### config.mk
export PLATFORM = sky130hd
export DESIGN_NAME = multicycle_control_unit
export DESIGN_NICKNAME = d
export VERILOG_FILES = /design/src/rtl/cu_pkg.sv /design/src/rtl/imm_gen.sv /design/src/rtl/multicycle_control_unit.sv
export SDC_FILE = /design/constraint.sdc
export NUM_CORES = 1
export LEC_CHECK = 0
export ABC_AREA = 1
export ABC_CLOCK_PERIOD_IN_PS = 2100
export BUFFER_PORTS_ARGS = -buffer_cell sky130_fd_sc_hd__buf_2
export CAP_MARGIN = 20
export CORE_ASPECT_RATIO = 1.4
export CORE_MARGIN = 4
export CORE_UTILIZATION = 46
export CTS_BUF_LIST = sky130_fd_sc_hd__clkbuf_8 sky130_fd_sc_hd__clkbuf_16
export CTS_CLUSTER_DIAMETER = 50
export CTS_CLUSTER_SIZE = 28
export DETAILED_ROUTE_END_ITERATION = 10
export GPL_TIMING_DRIVEN = 1
export PLACE_DENSITY_LB_ADDON = 0.12
export SKIP_CTS_REPAIR_TIMING = 1
export SLEW_MARGIN = 0
export SYNTH_ARGS = -nofsm -noshare
export SYNTH_HDL_FRONTEND = slang
export SYNTH_SLANG_ARGS = --single-unit
### constraint.sdc
create_clock -name clk -period 2.1 [get_ports clk]
set_input_delay 0.21 -clock clk [delete_from_list [all_inputs] [get_ports clk]]
set_output_delay 0.21 -clock clk [all_outputs]
set_load 0.01 [all_outputs]
### src/rtl/cu_pkg.sv
// cu_pkg: shared state encodings, opcode/funct fields and ALU op codes for the multicycle control unit
// No ports; imported by imm_gen and multicycle_control_unit.
package cu_pkg;
   localparam logic [2:0] S_FETCH  = 3'd0;
   localparam logic [2:0] S_DECODE = 3'd1;
   localparam logic [2:0] S_EXEC   = 3'd2;
   localparam logic [2:0] S_MEM    = 3'd3;
   localparam logic [2:0] S_WB     = 3'd4;
   localparam logic [2:0] S_TRAP   = 3'd5;
   localparam logic [6:0] OP_IMM    = 7'b0010011;
   localparam logic [6:0] OP_REG    = 7'b0110011;
   localparam logic [6:0] OP_LOAD   = 7'b0000011;
   localparam logic [6:0] OP_STORE  = 7'b0100011;
   localparam logic [6:0] OP_BRANCH = 7'b1100011;
   localparam logic [2:0] F3_ADD = 3'b000;
   localparam logic [2:0] F3_BEQ = 3'b000;
   localparam logic [2:0] F3_W   = 3'b010;
   localparam logic [2:0] F3_D   = 3'b011;
   localparam logic [6:0] F7_ADD = 7'b0000000;
   localparam logic [6:0] F7_SUB = 7'b0100000;
   localparam logic [2:0] ALU_ADD = 3'b000;
   localparam logic [2:0] ALU_SUB = 3'b001;
   function automatic logic is_word_access(input logic [2:0] f3);
      return f3 == F3_W || f3 == F3_D;
   endfunction
endpackage

### src/rtl/imm_gen.sv
// imm_gen: instruction register to sign-extended immediate (I/S types, B type with MULTICYCLE_CU_BRANCH_EN)
// Ports: i_ir instruction register; o_imm immediate sign-extended to WORDSIZE.
module imm_gen import cu_pkg::*; #(
   parameter int WORDSIZE = 64
) (
   input  logic [31:0]         i_ir,
   output logic [WORDSIZE-1:0] o_imm
);
   logic [11:0] w_imm_i, w_imm_s;
   logic        w_unused_ir;
   assign w_imm_i     = i_ir[31:20];
   assign w_imm_s     = {i_ir[31:25], i_ir[11:7]};
   assign w_unused_ir = ^i_ir[19:12];
`ifdef MULTICYCLE_CU_BRANCH_EN
   logic [12:0] w_imm_b;
   assign w_imm_b = {i_ir[31], i_ir[7], i_ir[30:25], i_ir[11:8], 1'b0};
   assign o_imm = i_ir[6:0] == OP_BRANCH ? {{(WORDSIZE-13){w_imm_b[12]}}, w_imm_b}
                : i_ir[6:0] == OP_STORE  ? {{(WORDSIZE-12){w_imm_s[11]}}, w_imm_s}
                :                          {{(WORDSIZE-12){w_imm_i[11]}}, w_imm_i};
`else
   assign o_imm = i_ir[6:0] == OP_STORE ? {{(WORDSIZE-12){w_imm_s[11]}}, w_imm_s}
                :                         {{(WORDSIZE-12){w_imm_i[11]}}, w_imm_i};
`endif
endmodule

### src/rtl/multicycle_control_unit.sv
// multicycle_control_unit: instruction register plus fetch/decode/execute/memory/writeback FSM with illegal-instruction trap
// Ports: clk/reset (sync, active-high); imem_rdata/imem_valid/uc_imem_req instruction fetch handshake;
//        dm_ready/uc_dm_req/uc_dm_write_en data memory handshake; uc_rf_* register file addresses and write strobe;
//        uc_immediate sign-extended immediate; uc_mux_*_sel datapath muxes; uc_alu_operation ALU op;
//        uc_pc_write PC advance strobe; uc_illegal sticky trap flag;
//        uc_branch_taken_en beq compare strobe, present only with macro MULTICYCLE_CU_BRANCH_EN.
module multicycle_control_unit import cu_pkg::*; #(
   parameter int WORDSIZE         = 64,
   parameter int INSTRUCTION_SIZE = 32,
   parameter int MEM_TIMEOUT      = 255
) (
   input  logic                        clk,
   input  logic                        reset,
   input  logic [INSTRUCTION_SIZE-1:0] imem_rdata,
   input  logic                        imem_valid,
   output logic                        uc_imem_req,
   input  logic                        dm_ready,
   output logic                        uc_dm_req,
   output logic                        uc_dm_write_en,
   output logic [4:0]                  uc_rf_addr_a,
   output logic [4:0]                  uc_rf_addr_b,
   output logic [4:0]                  uc_rf_write_addr,
   output logic                        uc_rf_write_en,
   output logic [WORDSIZE-1:0]         uc_immediate,
   output logic                        uc_mux_0_sel,
   output logic                        uc_mux_1_sel,
   output logic                        uc_mux_2_sel,
   output logic [2:0]                  uc_alu_operation,
   output logic                        uc_pc_write,
   output logic                        uc_illegal
`ifdef MULTICYCLE_CU_BRANCH_EN
   ,
   output logic                        uc_branch_taken_en
`endif
);
   localparam int CW = MEM_TIMEOUT > 1 ? $clog2(MEM_TIMEOUT) : 1;
   logic [2:0]                  r_state, w_next;
   logic [INSTRUCTION_SIZE-1:0] r_ir;
   logic [CW-1:0]               r_cnt;
   logic                        r_rst_hold;
   logic [6:0]                  w_opcode, w_f7;
   logic [2:0]                  w_f3;
   logic w_is_addi, w_is_rop, w_is_sub, w_is_load, w_is_store, w_is_beq, w_legal;
   logic w_fetch_hs, w_wait, w_timeout, w_exec_on;
   assign w_opcode   = r_ir[6:0];
   assign w_f3       = r_ir[14:12];
   assign w_f7       = r_ir[31:25];
   assign w_is_addi  = w_opcode == OP_IMM && w_f3 == F3_ADD;
   assign w_is_rop   = w_opcode == OP_REG && w_f3 == F3_ADD && (w_f7 == F7_ADD || w_f7 == F7_SUB);
   assign w_is_sub   = w_is_rop && w_f7 == F7_SUB;
   assign w_is_load  = w_opcode == OP_LOAD && is_word_access(w_f3);
   assign w_is_store = w_opcode == OP_STORE && is_word_access(w_f3);
`ifdef MULTICYCLE_CU_BRANCH_EN
   assign w_is_beq   = w_opcode == OP_BRANCH && w_f3 == F3_BEQ;
`else
   assign w_is_beq   = 1'b0;
`endif
   assign w_legal    = w_is_addi || w_is_rop || w_is_load || w_is_store || w_is_beq;
   // The cycle right after reset keeps every output low, so fetch only starts once r_rst_hold drops.
   assign w_fetch_hs = r_state == S_FETCH && !r_rst_hold && imem_valid;
   assign w_wait     = (r_state == S_FETCH && !r_rst_hold && !imem_valid) || (r_state == S_MEM && !dm_ready);
   assign w_timeout  = MEM_TIMEOUT != 0 && w_wait && r_cnt == CW'(MEM_TIMEOUT - 1);
   always_comb begin
      w_next = r_state;
      case (r_state)
         S_FETCH:  w_next = w_fetch_hs ? S_DECODE : S_FETCH;
         S_DECODE: w_next = w_legal ? S_EXEC : S_TRAP;
         S_EXEC:   w_next = (w_is_load || w_is_store) ? S_MEM : w_is_beq ? S_FETCH : S_WB;
         S_MEM:    w_next = !dm_ready ? S_MEM : w_is_load ? S_WB : S_FETCH;
         S_WB:     w_next = S_FETCH;
         default:  w_next = S_TRAP;
      endcase
      if (w_timeout) w_next = S_TRAP;
   end
   always_ff @(posedge clk) begin
      if (reset) begin
         r_state    <= S_FETCH;
         r_ir       <= '0;
         r_cnt      <= '0;
         r_rst_hold <= 1'b1;
      end else begin
         r_state    <= w_next;
         r_rst_hold <= 1'b0;
         r_cnt      <= w_wait ? r_cnt + CW'(1) : '0;
         if (w_fetch_hs) r_ir <= imem_rdata;
      end
   end
   // ALU controls stay valid from execute through writeback so the datapath need not register them.
   assign w_exec_on        = r_state == S_EXEC || r_state == S_MEM || r_state == S_WB;
   assign uc_imem_req      = r_state == S_FETCH && !r_rst_hold;
   assign uc_dm_req        = r_state == S_MEM;
   assign uc_dm_write_en   = r_state == S_MEM && w_is_store;
   assign uc_rf_addr_a     = r_ir[19:15];
   assign uc_rf_addr_b     = r_ir[24:20];
   assign uc_rf_write_addr = r_ir[11:7];
   assign uc_rf_write_en   = r_state == S_WB;
   assign uc_mux_0_sel     = 1'b0;
   assign uc_mux_1_sel     = w_exec_on && (w_is_rop || w_is_beq);
   assign uc_mux_2_sel     = r_state == S_WB && w_is_load;
   assign uc_alu_operation = (w_exec_on && (w_is_sub || w_is_beq)) ? ALU_SUB : ALU_ADD;
   assign uc_pc_write      = r_state == S_WB || (r_state == S_MEM && w_is_store && dm_ready) || (r_state == S_EXEC && w_is_beq);
   assign uc_illegal       = r_state == S_TRAP;
`ifdef MULTICYCLE_CU_BRANCH_EN
   assign uc_branch_taken_en = r_state == S_EXEC && w_is_beq;
`endif
   imm_gen #(.WORDSIZE(WORDSIZE)) u_imm_gen (
      .i_ir  (r_ir[31:0]),
      .o_imm (uc_immediate)
   );
endmodule

After elaboration in Yosys (flattened, before gate mapping)

Cells that the tools add are included.

Equal/unequal tests: 13
Bitwise operators: 1
Multiplexer cells: 10
Reduce and logical (&&, ||, !) cells: 34
Add/subtract/negate cells: 1

Operators by type and width:

| cell                                                                  | number |
|---|---|
| 7-bit by 6-bit equality test with 1-bit output, second input constant | 3 |
| 1-bit logical AND                                                     | 16 |
| 3-bit two-way mux                                                     | 5 |
| 3-bit case mux with 5 select lines                                    | 1 |
| 3-bit by 2-bit equality test with 1-bit output, second input constant | 4 |
| 1-bit logical OR                                                      | 10 |
| 8-bit by 1-bit adder with 8-bit output, second input constant         | 1 |
| 8-bit equality test, second input constant                            | 1 |
| 7-bit by 2-bit equality test with 1-bit output, second input constant | 1 |
| 7-bit by 5-bit equality test with 1-bit output, second input constant | 1 |
| 7-bit logical NOT                                                     | 1 |
| 3-bit equality test, second input constant                            | 2 |
| 3-bit logical NOT                                                     | 2 |
| 5-bit two-way mux                                                     | 1 |
| 2-bit OR reduction                                                    | 2 |
| 3-bit by 1-bit equality test with 1-bit output, second input constant | 1 |
| 1-bit logical NOT                                                     | 3 |
| 1-bit two-way mux                                                     | 3 |
| 1-bit NOT                                                             | 1 |

Word-level logic and storage cells: 64
Bits of input ports: 36
Register bits: 44

Depth between registers and ports, before layout

Gate-level depths: netlist of the first run.

Word-level depth: 9
Depth in mapped cells: 8

Hierarchy

A second synthesis of the first run with hierarchy kept.

Cell total of the unflattened synthesis: 354
Area total of the unflattened synthesis: 2557.5 um^2

Modules (own cells, without submodules):

| module                  | area an instance (um^2) | seq. area each (um^2) | instances | cells each |
|---|---|---|---|---|
| multicycle_control_unit | 1978.1                  | 880.8                 | 1         | 265 |
| imm_gen                 | 579.3                   | 0.0                   | 1         | 89 |

Worst setup path before layout of the first run

No wires, ideal clock.

Kind: register to output
From: register r_ir[31]
To: output port uc_alu_operation[0]
Slack: 0.087 ns
Buffers on the path: 0
Data arrival time: 1.803 ns
Stages on the path, launching flop included: 7
Cells stage by stage: dfxtp_1 -> inv_1 -> nand2_1 -> nor2_1 -> nand3_1 -> a21oi_1 -> and2_1

Word-level cells in the longest chain between the ends: 6
Elaborated cells between the ends (all ways): 7
Those cells by class: 1 x eq/ne; 1 x mux; 5 x reduce/logical

Ends and longest elaborated chain:

| element                                                                                    | line                                                         | source |
|---|---|---|
| start: declaration                                                                         | multicycle_control_unit.sv:38                                | `logic [INSTRUCTION_SIZE-1:0] r_ir;` |
| start signal: assignment                                                                   | multicycle_control_unit.sv:85                                | `if (w_fetch_hs) r_ir <= imem_rdata;` |
| 7-bit by 6-bit equality test with 1-bit output / 7-bit logical NOT (equally long branches) | multicycle_control_unit.sv:49, multicycle_control_unit.sv:50 |  |
| 1-bit logical OR                                                                           | multicycle_control_unit.sv:49                                | `assign w_is_rop = w_opcode == OP_REG && w_f3 == F3_ADD && (w_f7 == F7_ADD \|\| w_f7 == F7_SUB);` |
| 1-bit logical AND                                                                          | multicycle_control_unit.sv:49                                |  |
| 1-bit logical AND *                                                                        | multicycle_control_unit.sv:50                                | `assign w_is_sub = w_is_rop && w_f7 == F7_SUB;` |
| 1-bit logical AND *                                                                        | multicycle_control_unit.sv:100                               | `assign uc_alu_operation = (w_exec_on && (w_is_sub \|\| w_is_beq)) ? ALU_SUB : ALU_ADD;` |
| 1-bit two-way mux *                                                                        | multicycle_control_unit.sv:100                               |  |
| end: declaration                                                                           | multicycle_control_unit.sv:28                                | `output logic [2:0] uc_alu_operation,` |

Every way passes the cells marked *; elsewhere a longest branch is shown, timed or not.

Worst setup path in the final report of the first run

From: register r_ir[2]
To: output port uc_alu_operation[0]

Word-level cells in the longest chain between the ends: 6

Ends and longest elaborated chain:

| element                                        | line |
|---|---|
| 7-bit by 6-bit equality test with 1-bit output | multicycle_control_unit.sv:49 |
| 1-bit logical AND (2 in a row)                 | multicycle_control_unit.sv:49 |
| 1-bit logical AND                              | multicycle_control_unit.sv:50 |
| 1-bit logical AND                              | multicycle_control_unit.sv:100 |
| 1-bit two-way mux                              | multicycle_control_unit.sv:100 |

Every way passes these cells.

==> results of run 1 <==
[placed cells by master, fill, tap and decap left out, drive strengths merged]
cell,n
buf,128
inv,46
dfxtp,44
a21oi,38
o21ai,38
nand2,34
nor2,29
nand3,11
nor3,7
clkbuf,5
conb,3
xnor2,2
xor2,2
ha,2
and2,1
nand3b,1
or2,1
nand4,1
clkinv,1
bufinv,1
[worst max path at each step]
stage                                from  cells past startpoint                   to
floorplan           r_ir[31]$_SDFFE_PP0P_                      6  uc_alu_operation[0]
global placement     r_ir[2]$_SDFFE_PP0P_                      7  uc_alu_operation[0]
detailed placement   r_ir[2]$_SDFFE_PP0P_                      7  uc_alu_operation[0]
CTS                  r_ir[2]$_SDFFE_PP0P_                      7  uc_alu_operation[0]
global route         r_ir[4]$_SDFFE_PP0P_                      8  uc_alu_operation[0]
finish               r_ir[2]$_SDFFE_PP0P_                      7  uc_alu_operation[0]
[sequential cells by signal, indices dropped and copies added (netlist names)]
| register | flops |
|---|---|
| r_state | 3 |
| r_rst_hold | 1 |
| r_cnt | 8 |
| r_ir | 32 |
[power breakdown]
part | internal [mW] | switching (mW) | leakage (nW)
registers | 0.889 | 0.0332 | 0.361
clock network | 0.348 | 0.274 | 0.0593
logic | 0.162 | 0.236 | 0.988
total | 1.40 | 0.543 | 1.41
[synth_stat cells (all sizes together)]
library cell / instances
xnor2: 2
nand2: 34
conb: 1
inv: 45
ha: 2
nor2: 29
nor3: 7
buf: 86
nand4: 1
and2: 1
o21ai: 38
or2: 1
nand3b: 1
xor2: 2
dfxtp: 44
clkbuf: 2
nand3: 11
a21oi: 38
[kinds of logic after synthesis]
logic type               synth area share, %
adder cells (fa/ha/maj)                0.994
AO/OA/AOI/OAI                           15.1
AND/OR/NAND/NOR                         15.2
buffers and inverters                   32.2
flip-flops                              35.0
other                                  0.149
XOR/XNOR                                1.39
[metrics by stage]
stage	utilization [%]	instances	worst slack (ns)
final	52.3	461	0.210
after detailed placement	50.3	453	0.492
after CTS	52.3	461	0.164
after global routing	52.3	461	0.0544
after global placement	50.3	453	0.520
after floorplan	-	347	0.0867
[final cells by class]
class	instances	share of cell area [%]
sequential	44	32.1
clock inverter	3	1.42
multi-input combinational	170	30.5
timing repair buffer	128	24.3
tap	66	3.01
inverter	45	6.16
clock buffer	5	2.51
[per-layer routing]
metal	track usage, %	vias to the layer above
li1	-	1100
met3	3.48	6
met2	28.2	83
met5	0	-
met4	5.43	0
met1	16.4	903
==> results.cfg, run 1 <==
[timing]
hold_viol = 0
rsz0062_at_grt = no
timing.hold.ws_ns = 0.0651
slew_viol_final = 0
finalCritPeriodShare_pct = 90.0
clock.fmax_ghz = 0.529
fin_skew_ns = 0.00505
setup_viol = 0
finalSetupTns_ns = 0
min_period_ns = 1.89

[floorplan]
fp-row-count = 31
die_h_um = 95.5
die_area_mm2 = 0.00674
start_util_pct = 48.1
fp.coreArea_mm2 = 0.00524
pin_count = 127
fp.dieW_um = 70.5

[placed_design]
place_area_mm2 = 0.00263
io_buffers = 123
gp_congestion = 0.826
dp_hpwl_um = 4190

[drt]
routed_wl_um = 5250
drt_iter0_drc = 94
wl_met2_um = 2650
via_per_inst = 4.54
top_layer = met4
dr_wl_met3_um = 451
firstDrtPassIters = 4
drt-wirelength-per-cell_um = 11.4
num_vias = 2092
drc = 0
met1Wirelength_um = 2070
ant_nets = 0

[critical_path]
reg2reg_depth = 5
worstPathArrival_ns = 1.68
worst_setup_path_start_kind = flip-flop
path_max_fanout = 4
cp_slowest_cell = dfxtp_1
path_buf_inv = 1
slowest_delay_ns = 0.32
timing.rr.end = r_ir[13]$_SDFFE_PP0P_
cp_top_family = simple AND/OR/NAND/NOR gates
r2r_slack_ns = 0.53
criticalPathCategory = reg -> out
rr_startpoint = r_state[2]$_SDFF_PP0_
path_common_cell = nor2_1
path_cells = nor2_1 > nand2_1 > nor2_1 > nand3_1 > a21oi_1 > and2_1 > buf_2
end_kind = output pin
critPathRequiredTime_ns = 1.89

[pwr]
p_leak_nw = 1.41
p_per_area_mw_per_mm2 = 709
power.total_mw = 1.94
irDropWorstVdd_mv = 0.384

[finish]
syn_to_final_growth_pct = 8.85
fillCellCount = 548
multi_input_area_um2 = 835
layout-drive-gt1-share_pct = 36.7
nets = 432
stdcell_area_mm2 = 0.00274
diodes = 0
seq_area_um2 = 881

[global_routing]
grtUsageTotal_pct = 15.0
antenna_found_initial = 0
grt_max_degree = 54
grt_pass1_wl_um = 8050
grt_pass1_vias = 1827
grt-ovfl-total = 0

[synthesis]
ys_types = 26
ys_seq_area_share_pct = 35.0
yosys_warnings = 0
synth_top_area_share_pct = 35.0
synth_area_leaders = dfxtp_1 35%, buf_4 24%, a21oi_1 7.6%, inv_1 6.7%, nand2_1 4.3%
yosys.area.top_type = dfxtp_1
postSynthAreaPerCell_um2 = 7.30
netlist_instances = 345
ys_ff_latch = 44
syn_area_mm2 = 0.00252

[hold_path]
hold_depth = 1
worstHoldEndpoint = r_rst_hold$_DFF_P_
hold_start = reset
hold_path.class = in -> reg

[clock_tree]
cts.sinks = 44
tritoncts = yes
htreeDepth = 2
root_buffer = clkbuf_8
clkSlewWorstSetupHoldPaths_ns = 0.08
cts_max_path_buffers = 2
numCtsBuffers = 5
clk_latency_ns = 0.29

[job]
drv_cap = 0

[status]
status = completed
Power figures use the tool's default switching activity.
==> run 2, diff against run 1 <==
- CORE_ASPECT_RATIO: 1.4 -> unset
==> results.cfg, run 2 (same netlist as run 1, synthesis figures left out) <==
[status]
status = completed

[finish]
nets = 433
largest_register = r_ir
diodes = 0
largest_reg_flops = 32
fillCellCount = 542
finish.utilization_pct = 52.4
layout-drive-gt1-share_pct = 36.9
biggestRegsByFlops = r_ir: 32 flops, r_cnt: 8 flops, r_state: 3 flops
syn_to_final_growth_pct = 8.30
layout_common_cells = 123 x buf_2, 46 x inv_1, 44 x dfxtp_1
stdcell_count = 466
final_common_cell = buf_2

[critical_path]
path_buf_inv = 2
cp_top_family = simple AND/OR/NAND/NOR gates
path_cells = inv_1 > nor2_1 > nand2_1 > nor2_1 > nand3_1 > a21oi_1 > and2_1 > buf_2
slowest_delay_ns = 0.33
cp_slowest_cell = dfxtp_1
worstPathArrival_ns = 1.69
end_kind = output pin
criticalPathCategory = reg -> out
path_max_fanout = 3
critPathRequiredTime_ns = 1.89
path_common_cell = nor2_1
worst_setup_path_start_kind = flip-flop

[floorplan]
pin_count = 127
fp.dieW_um = 82.0
die_h_um = 82.0
die_area_mm2 = 0.00672
fp-row-count = 26
start_util_pct = 48.4
fp.coreArea_mm2 = 0.00520

[pwr]
p_leak_nw = 1.40
p_per_area_mw_per_mm2 = 686
irDropWorstVdd_mv = 0.415

[timing]
min_period_ns = 1.90
fin_skew_ns = 0.00814
clock.fmax_ghz = 0.527
hold_viol = 0
slew_viol_final = 0
setup_viol = 0
finalCritPeriodShare_pct = 90.3
finalSetupTns_ns = 0
rsz0062_at_grt = no

[global_routing]
grt_pass1_vias = 1793
grtUsageTotal_pct = 15.6
grt_pass1_wl_um = 8050
grt-ovfl-total = 0
grt_max_degree = 54
antenna_found_initial = 0

[clock_tree]
cts_max_path_buffers = 2
numCtsBuffers = 5
htreeDepth = 2
tritoncts = yes
clkSlewWorstSetupHoldPaths_ns = 0.08
clk_latency_ns = 0.30
cts.sinks = 44
root_buffer = clkbuf_8

[drt]
drt-wirelength-per-cell_um = 11.4
routed_wl_um = 5300
firstDrtPassIters = 4
num_vias = 2078
via_per_inst = 4.46
drc = 0
ant_nets = 0
drt_iter0_drc = 47

[job]
drv_cap = 0

[hold_path]
hold_path.class = in -> reg

[placed_design]
gp_congestion = 0.776
dp_cells = 458
io_buffers = 123
dp_hpwl_um = 4230
run 2: cell count changes in the layout (fill, tap and decap cells not counted), sizes merged:
cell      previous run  this run
clkbuf               5         6
clkinvlp             0         1
clkinv               1         0
buf                128       129
bufinv               1         0
run 2: report_power, final:
group | total [mW] | leakage (nW) | internal [mW] | switching [mW]
combinational | 0.394 | 0.986 | 0.160 | 0.234
sequential | 0.923 | 0.361 | 0.889 | 0.0335
clock | 0.552 | 0.0486 | 0.263 | 0.289
total | 1.87 | 1.40 | 1.31 | 0.557
run 2: area by class of cell:
type                            count  area (um^2)  share of cell area, %
Multi-Input combinational cell    170          835                   30.6
Timing Repair Buffer              129          661                   24.2
Inverter                           45          169                   6.20
Clock buffer                        6         82.6                   3.03
Sequential cell                    44          881                   32.3
Clock inverter                      2         11.3                  0.413
Tap cell                           70         87.6                   3.21
run 2: through the flow:
| stage | worst slack, ns | power (mW) | hold slack [ns] | cell area [um^2] |
|---|---|---|---|---|
| after floorplan | 0.0867 | 1.32 | 0.238 | 2520 |
| after global placement | 0.487 | 1.34 | 0.365 | 2630 |
| after detailed placement | 0.459 | 1.34 | 0.366 | 2630 |
| after CTS | 0.148 | 1.90 | 0.0526 | 2730 |
| after global routing | 0.0593 | 1.98 | 0.0659 | 2730 |
| final | 0.204 | 1.87 | 0.0689 | 2730 |
run 2: per-layer routing:
layer | part of all wire (%) | up-vias | wire length, um | GRT usage [%]
met5 | 0 | - | 0 | 0
met2 | 46 | 88 | 2410 | 27.1
met3 | 9.4 | 8 | 496 | 2.85
met1 | 44 | 877 | 2320 | 18.8
met4 | 1.3 | 0 | 71 | 6.48
li1 | - | 1105 | - | -
run 2: path summary, 6_finish.rpt:
path                               from                     to  slack (ns)  cells past startpoint
setup / recovery   r_ir[4]$_SDFFE_PP0P_    uc_alu_operation[0]        0.20                      8
hold / removal                    reset     r_rst_hold$_DFF_P_        0.07                      1
setup reg to reg  r_state[1]$_SDFF_PP0_  r_ir[10]$_SDFFE_PP0P_        0.47                      5
hold reg to reg   r_ir[19]$_SDFFE_PP0P_  r_ir[19]$_SDFFE_PP0P_        0.44                      2
run 2: worst reg2reg max path: stages (launching register included):
cell and delay [ns]:
dfxtp_1 0.36, nor2_2 0.20, nand3_2 0.42, buf_4 0.36
o21ai_0 0.14, a21oi_1 0.06
==> run 3, diff against run 2 <==
- CTS_CLUSTER_DIAMETER: 50 -> unset
- REMOVE_ABC_BUFFERS: unset -> 1
==> results.cfg, run 3 (same netlist as run 1, synthesis figures left out) <==
[finish]
finish.utilization_pct = 52.3
biggestRegsByFlops = r_ir: 32 flops, r_cnt: 8 flops, r_state: 3 flops
fillCellCount = 549
layout-drive-gt1-share_pct = 36.8
final_common_cell = buf_2
layout_common_cells = 123 x buf_2, 45 x inv_1, 44 x dfxtp_1
largest_reg_flops = 32
nets = 431
stdcell_count = 464
stdcell_area_mm2 = 0.00272
largest_register = r_ir
diodes = 0
syn_to_final_growth_pct = 8.15

[timing]
finalCritPeriodShare_pct = 83.8
fin_skew_ns = 0.00449
setup_ws_ns = 0.341
setup_viol = 0
hold_viol = 0
clock.fmax_ghz = 0.569
min_period_ns = 1.76
rsz0062_at_grt = no
slew_viol_final = 0
finalSetupTns_ns = 0
timing.hold.ws_ns = 0.0785

[pwr]
power.total_mw = 1.86
p_leak_nw = 1.40
irDropWorstVdd_mv = 0.435
p_per_area_mw_per_mm2 = 682

[drt]
num_vias = 2107
drt-wirelength-per-cell_um = 10.8
drc = 0
ant_nets = 0
routed_wl_um = 5000
via_per_inst = 4.54
drt_iter0_drc = 81
firstDrtPassIters = 4

[placed_design]
gp_congestion = 0.787
place_area_mm2 = 0.00263
dp_hpwl_um = 3900
post-place-ws_ns = 0.547
io_buffers = 123
dp_cells = 456

[critical_path]
reg2reg_depth = 5
slowest_delay_ns = 0.31
timing.rr.end = r_ir[2]$_SDFFE_PP0P_
cp_slowest_cell = dfxtp_1
worst_setup_path_start_kind = flip-flop
path_common_cell = nor2_1
criticalPathCategory = reg -> out
critPathRequiredTime_ns = 1.89
end_kind = output pin
path_max_fanout = 4
path_cells = nor2_1 > nand2_1 > nor2_1 > nand3_1 > a21oi_1 > and2_1 > buf_2
r2r_slack_ns = 0.56
rr_startpoint = r_state[1]$_SDFF_PP0_
worstPathArrival_ns = 1.55

[floorplan]
start_util_pct = 48.4
die_h_um = 82.0
fp-row-count = 26
die_area_mm2 = 0.00672
pin_count = 127
fp.coreArea_mm2 = 0.00520
fp.dieW_um = 82.0

[global_routing]
grt_pass1_vias = 1742
grtUsageTotal_pct = 14.5
grt-ovfl-total = 0
grt_pass1_wl_um = 7590
antenna_found_initial = 0
grt_max_degree = 54

[hold_path]
hold_start = reset
hold_depth = 1
hold_path.class = in -> reg
worstHoldEndpoint = r_rst_hold$_DFF_P_

[clock_tree]
cts_max_path_buffers = 2
numCtsBuffers = 5
root_buffer = clkbuf_8
tritoncts = yes
clkSlewWorstSetupHoldPaths_ns = 0.08
cts.sinks = 44
htreeDepth = 2
clk_latency_ns = 0.29

[status]
status = completed

[job]
drv_cap = 0
run 3: how the worst max path moves through the flow:
stage	endpoint	cells past startpoint	slack (ns)	startpoint
final	uc_alu_operation[0]	7	0.34	r_ir[2]$_SDFFE_PP0P_
after global routing	uc_alu_operation[0]	8	0.12	r_ir[0]$_SDFFE_PP0P_
after CTS	uc_alu_operation[0]	7	0.30	r_ir[2]$_SDFFE_PP0P_
after detailed placement	r_ir[4]$_SDFFE_PP0P_	5	0.55	r_state[1]$_SDFF_PP0_
after global placement	uc_alu_operation[0]	7	0.61	r_ir[2]$_SDFFE_PP0P_
after floorplan	uc_alu_operation[0]	6	-2.67	r_ir[31]$_SDFFE_PP0P_
run 3: routing by layer:
layer	global-route usage (%)	part of all wire, %	up-vias
met5	0	0	-
met4	4.98	1.2	0
met3	3.95	11	6
met2	24.8	45	95
met1	17.4	43	909
li1	-	-	1097
run 3: final cells by class:
| cell class | instances | area (um^2) | share of cell area, % |
|---|---|---|---|
| clock buffer | 6 | 82.6 | 3.03 |
| clock inverter | 2 | 10.0 | 0.368 |
| inverter | 45 | 169 | 6.20 |
| multi-input combinational | 170 | 835 | 30.7 |
| sequential | 44 | 881 | 32.4 |
| tap | 70 | 87.6 | 3.22 |
| timing repair buffer | 127 | 658 | 24.2 |
run 3: where the power goes:
part	internal, mW	leakage [nW]	switching, mW
clock network	0.263	0.0510	0.279
logic	0.160	0.983	0.232
registers	0.889	0.361	0.0332
run 3: critical path: cells and delay by family, from the launching register on:
kind,cells,cell delay [ns]
compound gates,1,0.17
buf+inv,1,0.12
flops,1,0.31
simple gates,5,0.65
